--- config.mk ---
export PLATFORM = sky130hd
export DESIGN_NAME = mem_access
export DESIGN_NICKNAME = d
export VERILOG_FILES = /design/src/rtl/mem_access.sv
export SDC_FILE = /design/constraint.sdc
export NUM_CORES = 1
export LEC_CHECK = 0
export ABC_AREA = 1
export CORE_AREA = 4 4 108 110
export CTS_BUF_LIST = sky130_fd_sc_hd__clkbuf_8
export DETAILED_ROUTE_END_ITERATION = 10
export DIE_AREA = 0 0 112 114
export DONT_BUFFER_PORTS = 1
export HOLD_SLACK_MARGIN = 0.1
export MAX_ROUTING_LAYER = met4
export PLACE_DENSITY = 0.76
export SYNTH_ARGS = -nofsm -noshare
export SYNTH_HDL_FRONTEND = slang
export SYNTH_SLANG_ARGS = --single-unit
--- constraint.sdc ---
create_clock -name clk -period 1.85 [get_ports clk]
set_input_delay 0.555 -clock clk [delete_from_list [all_inputs] [get_ports clk]]
set_output_delay 0.555 -clock clk [all_outputs]
set_load 0.05 [all_outputs]
--- src/rtl/mem_access.sv ---
// Memory-access pipeline stage: issues RV32I loads/stores on a simple req/ack
// bus, steers store lanes, extends load data and flags misaligned, illegal and
// timed-out accesses. Start/finish follow the enabled/completed pulse handshake.
module mem_access #(
    parameter int unsigned ACK_TIMEOUT = 255,
    parameter int unsigned TIMER_WIDTH = 8
) (
    input  logic        clk,
    input  logic        rstn,
    input  logic        enabled,
    output logic        completed,
    input  logic        is_load,
    input  logic        is_store,
    input  logic [2:0]  funct3,
    input  logic [31:0] result_in,
    input  logic [31:0] store_data,
    input  logic [4:0]  rd_in,
    output logic [31:0] result_out,
    output logic [4:0]  rd_out,
    output logic        misaligned,
    output logic        illegal,
    output logic        bus_error,
    output logic        mem_req,
    output logic        mem_we,
    output logic [31:0] mem_addr,
    output logic [31:0] mem_wdata,
    output logic [3:0]  mem_wstrb,
    input  logic [31:0] mem_rdata,
    input  logic        mem_ack
);

    typedef enum logic [1:0] {
        StIdle,
        StReq,
        StDone
    } state_e;

    localparam logic [2:0] F3Byte   = 3'b000;
    localparam logic [2:0] F3Half   = 3'b001;
    localparam logic [2:0] F3Word   = 3'b010;
    localparam logic [2:0] F3ByteU  = 3'b100;
    localparam logic [2:0] F3HalfU  = 3'b101;

    // Last timer value before the request is abandoned (unused when disabled).
    localparam logic [TIMER_WIDTH-1:0] TimerLast =
        TIMER_WIDTH'((ACK_TIMEOUT == 0) ? 0 : ACK_TIMEOUT - 1);
    localparam bit TimeoutEn = (ACK_TIMEOUT != 0);

    state_e                 state_q, state_d;
    logic                   completed_q, completed_d;
    logic [31:0]            result_q, result_d;
    logic [4:0]             rd_q, rd_d;
    logic                   misaligned_q, misaligned_d;
    logic                   illegal_q, illegal_d;
    logic                   bus_error_q, bus_error_d;
    logic                   mem_req_q, mem_req_d;
    logic                   mem_we_q, mem_we_d;
    logic [31:0]            mem_addr_q, mem_addr_d;
    logic [31:0]            mem_wdata_q, mem_wdata_d;
    logic [3:0]             mem_wstrb_q, mem_wstrb_d;
    logic [TIMER_WIDTH-1:0] timer_q, timer_d;
    logic [2:0]             funct3_q, funct3_d;
    logic [1:0]             addr_lo_q, addr_lo_d;
    logic                   is_load_q, is_load_d;

    logic        is_mem;
    logic        do_store;
    logic        f3_legal;
    logic        addr_misaligned;
    logic [31:0] wdata_steer;
    logic [3:0]  wstrb_steer;
    logic [7:0]  load_byte;
    logic [15:0] load_half;
    logic [31:0] load_value;

    assign is_mem   = is_load | is_store;
    // A load takes precedence if both decode flags are set.
    assign do_store = is_store & ~is_load;

    // Decode legality, alignment and store lane steering of the incoming request.
    always_comb begin
        f3_legal        = 1'b0;
        addr_misaligned = 1'b0;
        wdata_steer     = '0;
        wstrb_steer     = 4'b0000;

        if (is_load) begin
            f3_legal = (funct3 == F3Byte) || (funct3 == F3Half) || (funct3 == F3Word) ||
                       (funct3 == F3ByteU) || (funct3 == F3HalfU);
        end else begin
            f3_legal = (funct3 == F3Byte) || (funct3 == F3Half) || (funct3 == F3Word);
        end

        case (funct3[1:0])
            2'b01:   addr_misaligned = result_in[0];
            2'b10:   addr_misaligned = |result_in[1:0];
            default: addr_misaligned = 1'b0;
        endcase

        case (funct3[1:0])
            2'b00: begin
                wdata_steer = {4{store_data[7:0]}};
                wstrb_steer = 4'b0001 << result_in[1:0];
            end
            2'b01: begin
                wdata_steer = {2{store_data[15:0]}};
                wstrb_steer = result_in[1] ? 4'b1100 : 4'b0011;
            end
            default: begin
                wdata_steer = store_data;
                wstrb_steer = 4'b1111;
            end
        endcase
    end

    // Select and extend the addressed lane of the returned read data.
    always_comb begin
        load_byte  = 8'h00;
        load_half  = 16'h0000;
        load_value = mem_rdata;

        case (addr_lo_q)
            2'd0:    load_byte = mem_rdata[7:0];
            2'd1:    load_byte = mem_rdata[15:8];
            2'd2:    load_byte = mem_rdata[23:16];
            default: load_byte = mem_rdata[31:24];
        endcase
        load_half = addr_lo_q[1] ? mem_rdata[31:16] : mem_rdata[15:0];

        case (funct3_q)
            F3Byte:  load_value = {{24{load_byte[7]}}, load_byte};
            F3Half:  load_value = {{16{load_half[15]}}, load_half};
            F3ByteU: load_value = {24'h000000, load_byte};
            F3HalfU: load_value = {16'h0000, load_half};
            default: load_value = mem_rdata;
        endcase
    end

    // Next-state and output logic; everything holds unless a transition updates it.
    always_comb begin
        state_d      = state_q;
        completed_d  = 1'b0;
        result_d     = result_q;
        rd_d         = rd_q;
        misaligned_d = misaligned_q;
        illegal_d    = illegal_q;
        bus_error_d  = bus_error_q;
        mem_req_d    = mem_req_q;
        mem_we_d     = mem_we_q;
        mem_addr_d   = mem_addr_q;
        mem_wdata_d  = mem_wdata_q;
        mem_wstrb_d  = mem_wstrb_q;
        timer_d      = timer_q;
        funct3_d     = funct3_q;
        addr_lo_d    = addr_lo_q;
        is_load_d    = is_load_q;

        case (state_q)
            StIdle: begin
                if (enabled) begin
                    rd_d         = rd_in;
                    funct3_d     = funct3;
                    addr_lo_d    = result_in[1:0];
                    is_load_d    = is_load;
                    misaligned_d = 1'b0;
                    illegal_d    = 1'b0;
                    bus_error_d  = 1'b0;
                    state_d      = StDone;
                    completed_d  = 1'b1;

                    if (!is_mem) begin
                        result_d = result_in;
                    end else if (!f3_legal) begin
                        illegal_d = 1'b1;
                        result_d  = '0;
                    end else if (addr_misaligned) begin
                        misaligned_d = 1'b1;
                        result_d     = '0;
                    end else begin
                        state_d     = StReq;
                        completed_d = 1'b0;
                        mem_req_d   = 1'b1;
                        mem_we_d    = do_store;
                        mem_addr_d  = {result_in[31:2], 2'b00};
                        mem_wdata_d = do_store ? wdata_steer : '0;
                        mem_wstrb_d = do_store ? wstrb_steer : 4'b0000;
                        timer_d     = '0;
                    end
                end
            end

            StReq: begin
                if (mem_ack) begin
                    // Ack beats a timeout expiring on the same cycle.
                    mem_req_d   = 1'b0;
                    state_d     = StDone;
                    completed_d = 1'b1;
                    result_d    = is_load_q ? load_value : '0;
                end else if (TimeoutEn && (timer_q == TimerLast)) begin
                    mem_req_d   = 1'b0;
                    bus_error_d = 1'b1;
                    result_d    = '0;
                    state_d     = StDone;
                    completed_d = 1'b1;
                end else begin
                    timer_d = timer_q + 1'b1;
                end
            end

            StDone: begin
                state_d = StIdle;
            end

            default: begin
                state_d = StIdle;
            end
        endcase
    end

    // State and output registers with synchronous active-low reset.
    always_ff @(posedge clk) begin
        if (!rstn) begin
            state_q      <= StIdle;
            completed_q  <= 1'b0;
            result_q     <= '0;
            rd_q         <= '0;
            misaligned_q <= 1'b0;
            illegal_q    <= 1'b0;
            bus_error_q  <= 1'b0;
            mem_req_q    <= 1'b0;
            mem_we_q     <= 1'b0;
            mem_addr_q   <= '0;
            mem_wdata_q  <= '0;
            mem_wstrb_q  <= 4'b0000;
            timer_q      <= '0;
            funct3_q     <= 3'b000;
            addr_lo_q    <= 2'b00;
            is_load_q    <= 1'b0;
        end else begin
            state_q      <= state_d;
            completed_q  <= completed_d;
            result_q     <= result_d;
            rd_q         <= rd_d;
            misaligned_q <= misaligned_d;
            illegal_q    <= illegal_d;
            bus_error_q  <= bus_error_d;
            mem_req_q    <= mem_req_d;
            mem_we_q     <= mem_we_d;
            mem_addr_q   <= mem_addr_d;
            mem_wdata_q  <= mem_wdata_d;
            mem_wstrb_q  <= mem_wstrb_d;
            timer_q      <= timer_d;
            funct3_q     <= funct3_d;
            addr_lo_q    <= addr_lo_d;
            is_load_q    <= is_load_d;
        end
    end

    assign completed  = completed_q;
    assign result_out = result_q;
    assign rd_out     = rd_q;
    assign misaligned = misaligned_q;
    assign illegal    = illegal_q;
    assign bus_error  = bus_error_q;
    assign mem_req    = mem_req_q;
    assign mem_we     = mem_we_q;
    assign mem_addr   = mem_addr_q;
    assign mem_wdata  = mem_wdata_q;
    assign mem_wstrb  = mem_wstrb_q;

endmodule

Word-level counts from Yosys, hierarchy flattened
Cells that the tools add are included.

Input port bits: 110. Output and inout bits: 111. Memory bits (read-only): 0. Logic and storage cells: 116. Memories: 0. Bits in latches: 0. Bits in writable memories: 0. Register bits after elaboration: 125.

Divide/modulo/power cells: 0. Bitwise logic cells: 4. Shift operators: 1. $mul: 0. Reduce and logical (&&, ||, !) cells: 18. Muxes and demuxes: 54. $lt $le $gt $ge: 0. Add/subtract/negate cells: 1. Equality and inequality tests: 22.

Operators by type and width (count): $mux 32 (8); $pmux 32 s2 (2); $pmux 32 s4 (1); $mux 8 (6); $pmux 8 s3 (1); $mux 1 (20); $mux 16 (1); $pmux 8 s2 (1); $ne 2x2->1 const B (7); $eq 3x3->1 const B (4); $mux 2 (6); $add 8x1->8 const B (1); $eq 8x8->1 const B (1); $mux 4 (2); $pmux 1 s2 (4); $pmux 4 s2 (1); $reduce_and 4->1 (2); $reduce_and 7->1 (1); $eq 2x1->1 const B (3); $eq 3x1->1 const B (2); $logic_not 2->1 (3); $logic_not 3->1 (2); $reduce_and 6->1 (1); $reduce_and 5->1 (1); other kinds (13) (19).

Longest topological paths before layout
Gate-level depths: netlist of the first run.

Depth after elaboration: 10. Mapped depth: 14. Mapped depth without buffers: 12.

Least setup slack after synthesis of the first run
No wires, ideal clock.

Path kind: input to register. Start point: input port funct3[0]. End point: register result_q[0], in the netlist result_out[0]. Path slack: -103 ps. Data arrival time: 1837 ps. Stages on the path: 12. Required time: 1734 ps. Setup time: 116 ps. Path buffers: 2. Cell sequence: inv_1 > ha_1 > buf_6 > nor2_2 > nand2_1 > nand2_1 > nor2_1 > nand3_1 > nand2_2 > buf_2 > nor2_1 > nor2_1.

Cells in the longest elaborated chain, start to end: 10. Elaborated cells between the ends (all ways): 19. Those cells by class: 7 x eq/ne; 6 x mux; 6 x reduce/logical.

RTL lines: start, declared (RTL line 14) `input logic [2:0] funct3,`; $eq 3x1->1 / $logic_not 3->1 (equally long branches) (RTL line 88, 91); $logic_or 1x1->1 (2 in series) (RTL line 88, 91); $logic_or 1x1->1 (RTL line 88) `f3_legal = (funct3 == F3Byte) || (funct3 == F3Half) || (funct3 == F3Word) ||`; $logic_or 1x1->1 (RTL line 89) `(funct3 == F3ByteU) || (funct3 == F3HalfU);`; $mux 1 (RTL line 87) `if (is_load) begin`; $mux 32 (RTL line 173) `end else if (!f3_legal) begin`; $mux 32 (RTL line 171) `if (!is_mem) begin`; $mux 32 (RTL line 160) `if (enabled) begin`; $pmux 32 s2 (RTL line 158) `case (state_q)`; end signal, assigned (RTL line 242) `result_q <= result_d;`; end, declared (RTL line 51) `logic [31:0] result_q, result_d;`.

Parallel ways exist; a longest one is shown, timed or not. The select of a mux whose other input is x is not followed. A chain may end at the register's enable or synchronous reset.

Worst setup path in the final report of the first run
Start point: register result_q[0], in the netlist result_out[0]. End point: output port result_out[0].

RTL lines: end, declared (RTL line 18) `output logic [31:0] result_out,`.

No word-level cell between the ends.

==> results.py, run 1 <==
metrics = {
    "run_status": {
        "run_status": "complete, no violations",
    },
    "detailed_routing": {
        "post_drt_via_cell_ratio": 5.336,
        "final_routed_drc_violation_total": 0,
        "wl_um": 18490,
        "final_antenna_net_count": 0,
        "vias": 6142,
        "detail_route.wl_per_cell_um": 16.06,
        "first_pass_iters": 6,
        "dr.first_iter.drc_count": 489,
    },
    "yosys": {
        "yosys_warnings": 0,
        "netlist.area_leader.share": 0.3964,
        "synth-edff-count": 0,
        "syn_inst": 996,
        "share_of_flip_flops_with_an_asynchronous_set_or_reset": 0,
        "ys_types": 30,
        "ys_seq_elements": 125,
        "synthesis.area_per_instance_um2": 6.339,
        "synth_sequential_area_ratio": 0.3964,
        "synth-main-ff-cell": "sky130_fd_sc_hd__dfxtp_1",
        "netlist.top_cell.by_area": "sky130_fd_sc_hd__dfxtp_1",
        "syn_area_mm2": 0.006314,
        "netlist_top_cells_area": "sky130_fd_sc_hd__dfxtp_1 (40%), sky130_fd_sc_hd__nand2_1 (18%), sky130_fd_sc_hd__a21oi_1 (9.0%)",
    },
    "sta": {
        "hold_viol_final": 0,
        "finalSetupViolations": 0,
        "layout_worst_path_cycle_share": 0.9196,
        "setup_slack_ns": 0.1488,
        "worstMarginPinSlew_ns": 0.5819,
        "rsz0062_at_grt": "no",
        "timing.final.crit_period_ns": 1.701,
        "slew_headroom": 0.6115,
        "worst_clock_skew_ns": 0.006542,
        "report.final.slew_viol_count": 0,
        "fmax_mhz": 587.8,
        "timing.hold.ws_ns": 0.2394,
    },
    "worst_hold_path": {
        "hold_path_depth": 2,
        "worst_hold_startpoint": "store_data[0]",
        "worst_hold_path_type": "input port to flip-flop",
        "end_point_of_the_worst_hold_path": "mem_wdata[0]",
    },
    "die": {
        "initial_util": 0.5902,
        "die_width_um": 112,
        "die_area_mm2": 0.01277,
        "floorplan.die.height_um": 114,
        "core_region_area_mm2": 0.01070,
        "io_pins": 221,
        "std_cell_rows": 38,
    },
    "clock_network": {
        "number_of_buffers_created_by_cts": 17,
        "cts-root-to-sink-buffers": 2,
        "clk_pin_slew_ns": 0.07,
        "cts_sinks": 125,
        "cts.repair_timing.setup_buffer_count": 0,
        "cts_tree": "done",
        "clock_latency_ns": 0.45,
        "h-tree-depth": 4,
        "cts-root-buf": "sky130_fd_sc_hd__clkbuf_8",
    },
    "layout": {
        "layout_common_cells": "sky130_fd_sc_hd__nand2_1 (297), sky130_fd_sc_hd__nor2_1 (144), sky130_fd_sc_hd__dfxtp_1 (125)",
        "insertedDiodeCount": 0,
        "layout-area-overhead-vs-synth_pct": 12.64,
        "finalNetCount": 1113,
        "ratio_of_cells_with_drive_above_1_in_the_final_layout": 0.1009,
        "most_frequent_standard_cell_in_the_layout_excluding_fill_and_tap_cells": "sky130_fd_sc_hd__nand2_1",
    },
    "worst_setup_path": {
        "endpoint_required_time_on_the_critical_path_ns": 1.29,
        "path_max_fanout": 2,
        "critical_path.reg2reg.startpoint": "timer_q[0]",
        "reg2reg_slack_ns": 0.19,
        "r2r_depth": 13,
        "critPathCaptureType": "output pin",
        "timing.critical_path.from_type": "flip-flop",
        "worstSetupPathType": "flip-flop to output pin",
        "crit_arrival_ns": 1.15,
        "reg2reg_to": "result_out[25]",
    },
    "grt": {
        "grt_max_degree": 81,
        "track_usage": 0.2990,
        "grt_antenna_before_repair": 0,
        "first_global_vias": 5775,
        "grt_first_pass_wirelength_um": 29330,
        "gr-total-overflow": 0,
    },
    "place": {
        "gp_congestion": 0.9485,
        "pre_cts_slack_ns": -0.1408,
        "hpwlAfterDp_um": 13780,
        "numPortBuffers": 0,
    },
    "power_and_ir_drop": {
        "power_density_mw_per_mm2": 1042,
        "leakagePower_nw": 2.989,
        "peakVddDrop_mv": 0.7766,
    },
    "run": {
        "max_cap_violations": 0,
    },
}
[cells in the mapped netlist, types with 2 or more instances]
master	count
sky130_fd_sc_hd__nand2_2	7
sky130_fd_sc_hd__buf_2	15
sky130_fd_sc_hd__nor3_1	2
sky130_fd_sc_hd__nand2_1	300
sky130_fd_sc_hd__inv_2	5
sky130_fd_sc_hd__a21oi_1	113
sky130_fd_sc_hd__nor2_2	4
sky130_fd_sc_hd__dfxtp_1	125
sky130_fd_sc_hd__clkbuf_1	34
sky130_fd_sc_hd__nand3_1	42
sky130_fd_sc_hd__ha_1	5
sky130_fd_sc_hd__or2_2	2
sky130_fd_sc_hd__nand3b_1	2
sky130_fd_sc_hd__buf_4	2
sky130_fd_sc_hd__inv_1	82
sky130_fd_sc_hd__nor2_1	144
sky130_fd_sc_hd__xor2_1	2
sky130_fd_sc_hd__buf_6	6
sky130_fd_sc_hd__o21ai_0	93
[what timing repair did]
action / CTS / global route
hold buffers: 0 / 0
resized for setup: 0 / 1
setup endpoints to repair: 0 / 3
[metal layers]
layer  up-vias  global-route usage  routed length, um
li1       3136                   -                  -
met5         -                   -                  0
met2       249              0.5060               9207
met1      2717              0.3109               6756
met4         0              0.1266                526
met3        40              0.1194               2000
[cells by family after synthesis]
| kind of cell | Yosys count | synth area share |
|---|---|---|
| other | 1 | 0.0005940 |
| AOI/OAI and AO/OA | 209 | 0.1671 |
| xor gates and xnor gates | 3 | 0.004162 |
| buffers and inverters | 145 | 0.09750 |
| and+or+nand+nor | 508 | 0.3244 |
| DFF | 125 | 0.3964 |
| adders and majority gates | 5 | 0.009909 |
[through the flow]
step                TNS (ns)  area [um2]  utilization  total power, W  std cells
global placement     -0.5683        6670       0.6235        0.004795       1119
CTS                        0        7108       0.6644        0.007455       1151
finish                     0        7112       0.6648        0.007407       1151
detailed placement    -3.401        6670       0.6235        0.004816       1119
floorplan                  0        6371            -        0.004485        997
global route               0        7112       0.6648        0.007762       1151
[how the worst max path moves through the flow]
| stage | startpoint | endpoint | slack (ns) | cells after the start |
|---|---|---|---|---|
| 6_report | result_out[0] | result_out[0] | 0.15 | 0 |
| 5_1_grt | timer_q[0] | result_out[19] | 0.006 | 13 |
| 4_1_cts | illegal | illegal | 0.11 | 0 |
| 3_5_place_dp | funct3[1] | result_out[29] | -0.14 | 12 |
| 3_3_place_gp | funct3[1] | result_out[20] | -0.06 | 12 |
| 2_1_floorplan | funct3[1] | mem_wstrb[3] | 0.001 | 12 |
[flip-flops by register name (all words and copies together) (netlist names)]
| signal | flops |
|---|---|
| is_load_q | 1 |
| mem_wstrb | 4 |
| rd_out | 5 |
| mem_addr | 30 |
| mem_we | 1 |
| state_q | 2 |
| completed | 1 |
| addr_lo_q | 2 |
| funct3_q | 3 |
| mem_wdata | 32 |
| misaligned | 1 |
| illegal | 1 |
| result_out | 32 |
| bus_error | 1 |
| mem_req | 1 |
| timer_q | 8 |
[final cells by class]
| class | count | area [um2] |
|---|---|---|
| inverter | 88 | 330.3 |
| timing repair buffer | 39 | 434.2 |
| tap | 140 | 175.2 |
| fill | 1000 | 3586 |
| clock buffer | 18 | 247.7 |
| clock inverter | 14 | 190.2 |
| multi-input combinational | 727 | 3232 |
| sequential | 125 | 2502 |
[power breakdown]
part | internal [W] | leakage (nW) | switching, W | total [W]
logic | 0.000439 | 1.75 | 0.000721 | 0.00116
registers | 0.00288 | 1.02 | 0.000716 | 0.00359
clock network | 0.00150 | 0.219 | 0.00115 | 0.00265
(Power assumes the default switching activity.)
==> run 2: changes to the inputs <==
--- a/config.mk
+++ b/config.mk
@@ -7,8 +7,8 @@
 export LEC_CHECK = 0
 export ABC_AREA = 1
-export CORE_AREA = 4 4 108 110
+export CORE_AREA = 2 2 106 108
 export CTS_BUF_LIST = sky130_fd_sc_hd__clkbuf_8
 export DETAILED_ROUTE_END_ITERATION = 10
-export DIE_AREA = 0 0 112 114
+export DIE_AREA = 0 0 108 110
 export DONT_BUFFER_PORTS = 1
 export HOLD_SLACK_MARGIN = 0.1
==> constraint.sdc (replaced) <==
create_clock -name clk -period 1.85 [get_ports clk]
set_input_delay 0.37 -clock clk [delete_from_list [all_inputs] [get_ports clk]]
set_output_delay 0.37 -clock clk [all_outputs]
set_load 0.05 [all_outputs]
==> run 2 against run 1 <==
  * Total power fell by 4.3%
  * Die area fell by 7.0%
  * Sequential share of layout area fell by 0.66 points
  * Largest cell class unchanged
  * Sequential power hardly changed
  * Global-route usage up 2.7 points
  * Core utilization grew 1.3 points
  * Sequential cell count stayed put
  * Largest power group unchanged
  * Non-clock buffer count rose by 22
  * Fmax increased by 2.9%
==> results.py, run 2 (synthesized netlist as in run 1, its figures left out) <==
metrics = {
    "run_status": {
        "run_status": "complete, no violations",
    },
    "worst_setup_path": {
        "path_max_fanout": 31,
        "critical_path.reg2reg.startpoint": "timer_q[3]",
        "critPathCaptureType": "flip-flop",
        "timing_startpoint_of_the_critical_path": "timer_q[3]",
        "reg2reg_slack_ns": 0.20,
        "endpoint_required_time_on_the_critical_path_ns": 2.19,
        "critPathCapture": "result_out[17]",
        "crit_arrival_ns": 1.99,
        "worstSetupPathType": "flip-flop to flip-flop",
        "timing.critical_path.from_type": "flip-flop",
        "reg2reg_to": "result_out[17]",
        "r2r_depth": 10,
    },
    "grt": {
        "grt_max_degree": 79,
        "grt_first_pass_wirelength_um": 29050,
        "gr-total-overflow": 0,
        "first_global_vias": 5983,
        "grt_antenna_before_repair": 0,
        "track_usage": 0.3260,
    },
    "sta": {
        "worst_clock_skew_ns": 0.01117,
        "finalSetupViolations": 0,
        "rsz0062_at_grt": "no",
        "slew_headroom": 0.6004,
        "setup_slack_ns": 0.1962,
        "hold_viol_final": 0,
        "timing.setup.tns_ns": 0,
        "worstMarginPinSlew_ns": 0.5986,
        "fmax_mhz": 604.7,
        "report.final.slew_viol_count": 0,
        "timing.final.crit_period_ns": 1.654,
        "layout_worst_path_cycle_share": 0.8940,
    },
    "die": {
        "core_region_area_mm2": 0.01070,
        "die_width_um": 108,
        "floorplan.die.height_um": 110,
        "io_pins": 221,
        "die_area_mm2": 0.01188,
        "initial_util": 0.5902,
        "std_cell_rows": 38,
    },
    "clock_network": {
        "cts-root-to-sink-buffers": 2,
        "number_of_buffers_created_by_cts": 17,
        "clock_latency_ns": 0.45,
        "cts_sinks": 125,
        "cts_tree": "done",
        "h-tree-depth": 4,
        "clk_pin_slew_ns": 0.07,
        "cts.repair_timing.setup_buffer_count": 0,
        "cts-root-buf": "sky130_fd_sc_hd__clkbuf_8",
    },
    "place": {
        "hpwlAfterDp_um": 13080,
        "gp_congestion": 0.9565,
        "numPortBuffers": 0,
        "pre_cts_slack_ns": 0.03036,
    },
    "power_and_ir_drop": {
        "total_power_w": 0.007090,
        "power_density_mw_per_mm2": 977.7,
        "peakVddDrop_mv": 0.7662,
        "leakagePower_nw": 3.059,
    },
    "layout": {
        "ratio_of_cells_with_drive_above_1_in_the_final_layout": 0.08252,
        "finalNetCount": 1135,
        "layout_common_cells": "sky130_fd_sc_hd__nand2_1 (300), sky130_fd_sc_hd__nor2_1 (144), sky130_fd_sc_hd__dfxtp_1 (124)",
        "insertedDiodeCount": 0,
        "most_frequent_standard_cell_in_the_layout_excluding_fill_and_tap_cells": "sky130_fd_sc_hd__nand2_1",
        "layout-area-overhead-vs-synth_pct": 14.86,
    },
    "detailed_routing": {
        "final_routed_drc_violation_total": 0,
        "wl_um": 18510,
        "vias": 6333,
        "final_antenna_net_count": 0,
        "detail_route.wl_per_cell_um": 15.82,
        "dr.first_iter.drc_count": 408,
        "first_pass_iters": 5,
        "post_drt_via_cell_ratio": 5.413,
    },
    "run": {
        "max_cap_violations": 0,
    },
    "worst_hold_path": {
        "worst_hold_path_type": "input port to flip-flop",
    },
}
[run 2: cell types whose count changed in the layout (fill, tap and decap cells not counted), sizes merged]
cell         delta
buf             -5
bufinv          -2
clkbuf          +2
clkinv          -3
dlygate4sd3    +27
[run 2: where the power goes]
| group | internal [W] | total [W] | switching, W | leakage, nW |
|---|---|---|---|---|
| registers | 0.00288 | 0.00360 | 0.000716 | 1.02 |
| clock network | 0.00126 | 0.00229 | 0.00102 | 0.195 |
| logic | 0.000454 | 0.00121 | 0.000752 | 1.84 |
[run 2: how the worst min path moves through the flow]
| stage | startpoint | end | slack [ns] | depth (start not counted) |
|---|---|---|---|---|
| floorplan | is_load_q | is_load_q | 0.46 | 2 |
| global placement | is_load_q | is_load_q | 0.48 | 2 |
| detailed placement | timer_q[4] | timer_q[4] | 0.49 | 2 |
| CTS | result_in[10] | mem_addr[10] | 0.10 | 2 |
| global route | result_in[17] | mem_addr[17] | 0.10 | 2 |
| finish | result_in[10] | mem_addr[10] | 0.12 | 2 |
[run 2: area by class of cell]
class	count	area (um2)
timing repair buffer	61	670.6
multi-input combinational	727	3199
fill	968	3446
clock inverter	9	97.59
clock buffer	20	275.3
sequential	125	2504
tap	140	175.2
inverter	88	330.3
[run 2: worst max-delay path: stages (launching register included)]
cell	delay, ns
sky130_fd_sc_hd__dfxtp_1	0.40
sky130_fd_sc_hd__nand2_1	0.14
sky130_fd_sc_hd__nor2_2	0.16
sky130_fd_sc_hd__nand2_1	0.10
sky130_fd_sc_hd__nand2_1	0.07
sky130_fd_sc_hd__nand2_1	0.09
sky130_fd_sc_hd__nand2_1	0.13
sky130_fd_sc_hd__buf_12	0.18
sky130_fd_sc_hd__nand2_1	0.10
sky130_fd_sc_hd__nor2_1	0.10
sky130_fd_sc_hd__nor2_1	0.04
[run 2: through the flow]
step                utilization  std cells  area [um2]  hold slack [ns]
finish                   0.6779       1170        7252           0.1226
global route             0.6779       1170        7252           0.1020
CTS                      0.6768       1169        7241           0.1010
detailed placement       0.6151       1113        6580           0.4877
global placement         0.6151       1113        6580           0.4765
floorplan                     -        997        6317           0.4619
[run 2: layer usage]
metal  global-route usage  up-vias  part of all wire
met1               0.3414     2852              0.37
met4               0.1511        0             0.038
li1                     -     3180                 -
met3               0.1135       52             0.097
met2               0.5553      249              0.49
met5                    -        -                 0
[run 2: repair_timing]
action                                 CTS  global route
endpoints found under the hold margin   86             1
setup endpoints to repair                0            23
resized for setup                        0             1
hold buffers                            27             1
==> run 3: changes to the inputs <==
PLACE_DENSITY = 0.73   (was 0.76)
clock period = 2.1 ns   (was 1.85 ns; I/O delays follow)
==> run 3 against run 2 <==
  * Combinational power shrank 18%
  * Wire length grew 0.36%
  * Cell area shrank 2.1%
  * Sequential share of layout area grew 0.71 points
  * Clock power grew 28%
  * Cell count shrank 1.9%
  * Worst setup slack gained 0.14 ns
  * Die area is the same
  * Worst hold slack gained 0.0026 ns
  * Fmax shrank 6.3%
==> results.py, run 3 (synthesized netlist as in run 1, its figures left out) <==
metrics = {
    "power_and_ir_drop": {
        "switching_share": 0.3225,
        "power.internal_w": 0.004804,
        "peakVddDrop_mv": 0.6419,
        "leakagePower_nw": 2.991,
        "power_density_mw_per_mm2": 998.5,
        "share_seq_of_total_power": 0.446,
        "clkPwrFrac": 0.414,
        "total_power_w": 0.007091,
        "share_comb_of_total_power": 0.139,
        "net-switching-power_w": 0.002287,
    },
    "die": {
        "initial_util": 0.5902,
        "core_region_area_mm2": 0.01070,
        "floorplan.die.height_um": 110,
        "io_pins": 221,
        "std_cell_rows": 38,
        "die_width_um": 108,
        "die_area_mm2": 0.01188,
    },
    "sta": {
        "worst_clock_skew_ns": 0.008158,
        "layout_worst_path_cycle_share": 0.8408,
        "timing.hold.ws_ns": 0.1252,
        "worstMarginPinSlew_ns": 0.9147,
        "hold_viol_final": 0,
        "setup_slack_ns": 0.3343,
        "rsz0062_at_grt": "no",
        "finalSetupViolations": 0,
        "slew_headroom": 0.3882,
        "fmax_mhz": 566.3,
        "timing.final.crit_period_ns": 1.766,
        "report.final.slew_viol_count": 0,
        "timing.setup.tns_ns": 0,
    },
    "detailed_routing": {
        "first_pass_iters": 5,
        "detail_route.wl_per_cell_um": 16.18,
        "final_antenna_net_count": 0,
        "vias": 6167,
        "dr.first_iter.drc_count": 316,
        "final_routed_drc_violation_total": 0,
        "wl_um": 18570,
        "post_drt_via_cell_ratio": 5.372,
    },
    "clock_network": {
        "clk_pin_slew_ns": 0.08,
        "cts.repair_timing.setup_buffer_count": 0,
        "h-tree-depth": 4,
        "cts_sinks": 125,
        "cts.repair.resized": 0,
        "clock_latency_ns": 0.45,
        "cts-root-buf": "sky130_fd_sc_hd__clkbuf_8",
        "cts_tree": "done",
        "cts-root-to-sink-buffers": 2,
        "number_of_buffers_created_by_cts": 17,
    },
    "layout": {
        "ratio_of_cells_with_drive_above_1_in_the_final_layout": 0.08044,
        "layout_common_cells": "sky130_fd_sc_hd__nand2_1 (300), sky130_fd_sc_hd__nor2_1 (144), sky130_fd_sc_hd__dfxtp_1 (125)",
        "most_frequent_standard_cell_in_the_layout_excluding_fill_and_tap_cells": "sky130_fd_sc_hd__nand2_1",
        "finalNetCount": 1109,
        "multiInputGateArea_mm2": 0.003199,
        "layout-area-overhead-vs-synth_pct": 12.49,
        "sequential_cell_area_mm2": 0.002502,
        "fillers": 996,
    },
    "place": {
        "numPortBuffers": 0,
        "hpwlAfterDp_um": 13060,
        "pre_cts_slack_ns": 0.1986,
        "gp_congestion": 0.9190,
    },
    "worst_setup_path": {
        "reg2reg_slack_ns": 0.33,
        "worstPathCellList": "inv_1 -> ha_1 -> nand2_1 -> nor2_1 -> nand2_1 -> nand2_1 -> nand2_1 -> nand2_1 -> nand2_2 -> buf_4 -> nand2_1 -> nand2_1 -> nor2_1",
        "critPathCaptureType": "flip-flop",
        "worstSetupPathType": "flip-flop to flip-flop",
        "timing.critical_path.from_type": "flip-flop",
        "crit_arrival_ns": 2.12,
        "critPathSlowestCell": "sky130_fd_sc_hd__dfxtp_1",
        "r2r_depth": 13,
        "cp_slowest_stage_delay_ns": 0.38,
        "endpoint_required_time_on_the_critical_path_ns": 2.45,
        "critical_path.reg2reg.startpoint": "timer_q[0]",
        "path_max_fanout": 12,
        "critPathMostFrequentCell": "sky130_fd_sc_hd__nand2_1",
        "reg2reg_to": "result_out[9]",
    },
    "worst_hold_path": {
        "end_point_of_the_worst_hold_path": "mem_addr[10]",
        "worst_hold_startpoint": "rstn",
        "worst_hold_path_type": "input port to flip-flop",
        "hold_path_depth": 2,
    },
    "grt": {
        "track_usage": 0.3185,
        "gr-total-overflow": 0,
        "grt_first_pass_wirelength_um": 28080,
        "grt_max_degree": 63,
        "grt_antenna_before_repair": 1,
        "first_global_vias": 5649,
    },
    "run": {
        "max_cap_violations": 0,
    },
    "run_status": {
        "run_status": "complete, no violations",
    },
}
run 3: cell count changes in the layout (fill, tap and decap cells not counted), sizes merged:
cell | before | now
clkinv | 4 | 3
buf | 34 | 26
diode | 0 | 1
dlygate4sd3 | 27 | 9
bufinv | 2 | 9
clkbuf | 20 | 18
clkinvlp | 2 | 1
run 3: layer usage:
metal / track usage / vias to the layer above / wire length [um]
met5: - / - / 0
met4: 0.1218 / 0 / 471
met2: 0.5503 / 261 / 9103
met3: 0.1088 / 33 / 2029
met1: 0.3387 / 2746 / 6969
li1: - / 3127 / -
run 3: stage by stage:
| step | utilization | area, um2 | std cells |
|---|---|---|---|
| after floorplan | - | 6317 | 997 |
| after global placement | 0.6013 | 6432 | 1105 |
| after detailed placement | 0.6013 | 6432 | 1105 |
| after CTS | 0.6636 | 7099 | 1147 |
| after global routing | 0.6639 | 7102 | 1148 |
| final | 0.6639 | 7102 | 1148 |
run 3: worst max-delay path: cells and delay by family, from the launching register on:
family / cells / cell delay, ns
and+or+nand+nor: 10 / 0.79
DFF: 1 / 0.38
buffers and inverters: 2 / 0.29
adders and majority gates: 1 / 0.19
run 3: what timing repair did:
item                                   in CTS  in global routing
endpoints found under the hold margin      52                  0
setup endpoints to repair                   0                  0
hold buffers                               10                  0
run 3: how the worst max path moves through the flow:
stage / start / end / slack, ns / depth (start not counted)
2_1_floorplan: funct3[0] / result_out[0] / 0.28 / 12
3_3_place_gp: funct3[1] / result_out[18] / 0.23 / 12
3_5_place_dp: funct3[1] / result_out[9] / 0.20 / 12
4_1_cts: timer_q[0] / result_out[9] / 0.35 / 13
5_1_grt: funct3_q[1] / result_out[24] / 0.16 / 8
6_report: timer_q[0] / result_out[9] / 0.33 / 13
run 3: layout make-up:
class,instances,share of cell area
diodes,1,0.0003524
clock buffers,18,0.03488
clock inverters,14,0.04352
inverters,88,0.04651
multi-input cells,727,0.4505
flip-flops and latches,125,0.3524
well taps,140,0.02467
repair buffers,35,0.04722
run 3: power by group through the flow:
stage / Clock (W) / Sequential (W) / Combinational, W
final: 0.00294 / 0.00316 / 0.000989
after global placement: 0 / 0.00322 / 0.000926
after global routing: 0.00306 / 0.00318 / 0.00112
after floorplan: 0 / 0.00318 / 0.000752
after CTS: 0.00296 / 0.00317 / 0.000985
after detailed placement: 0 / 0.00322 / 0.000936
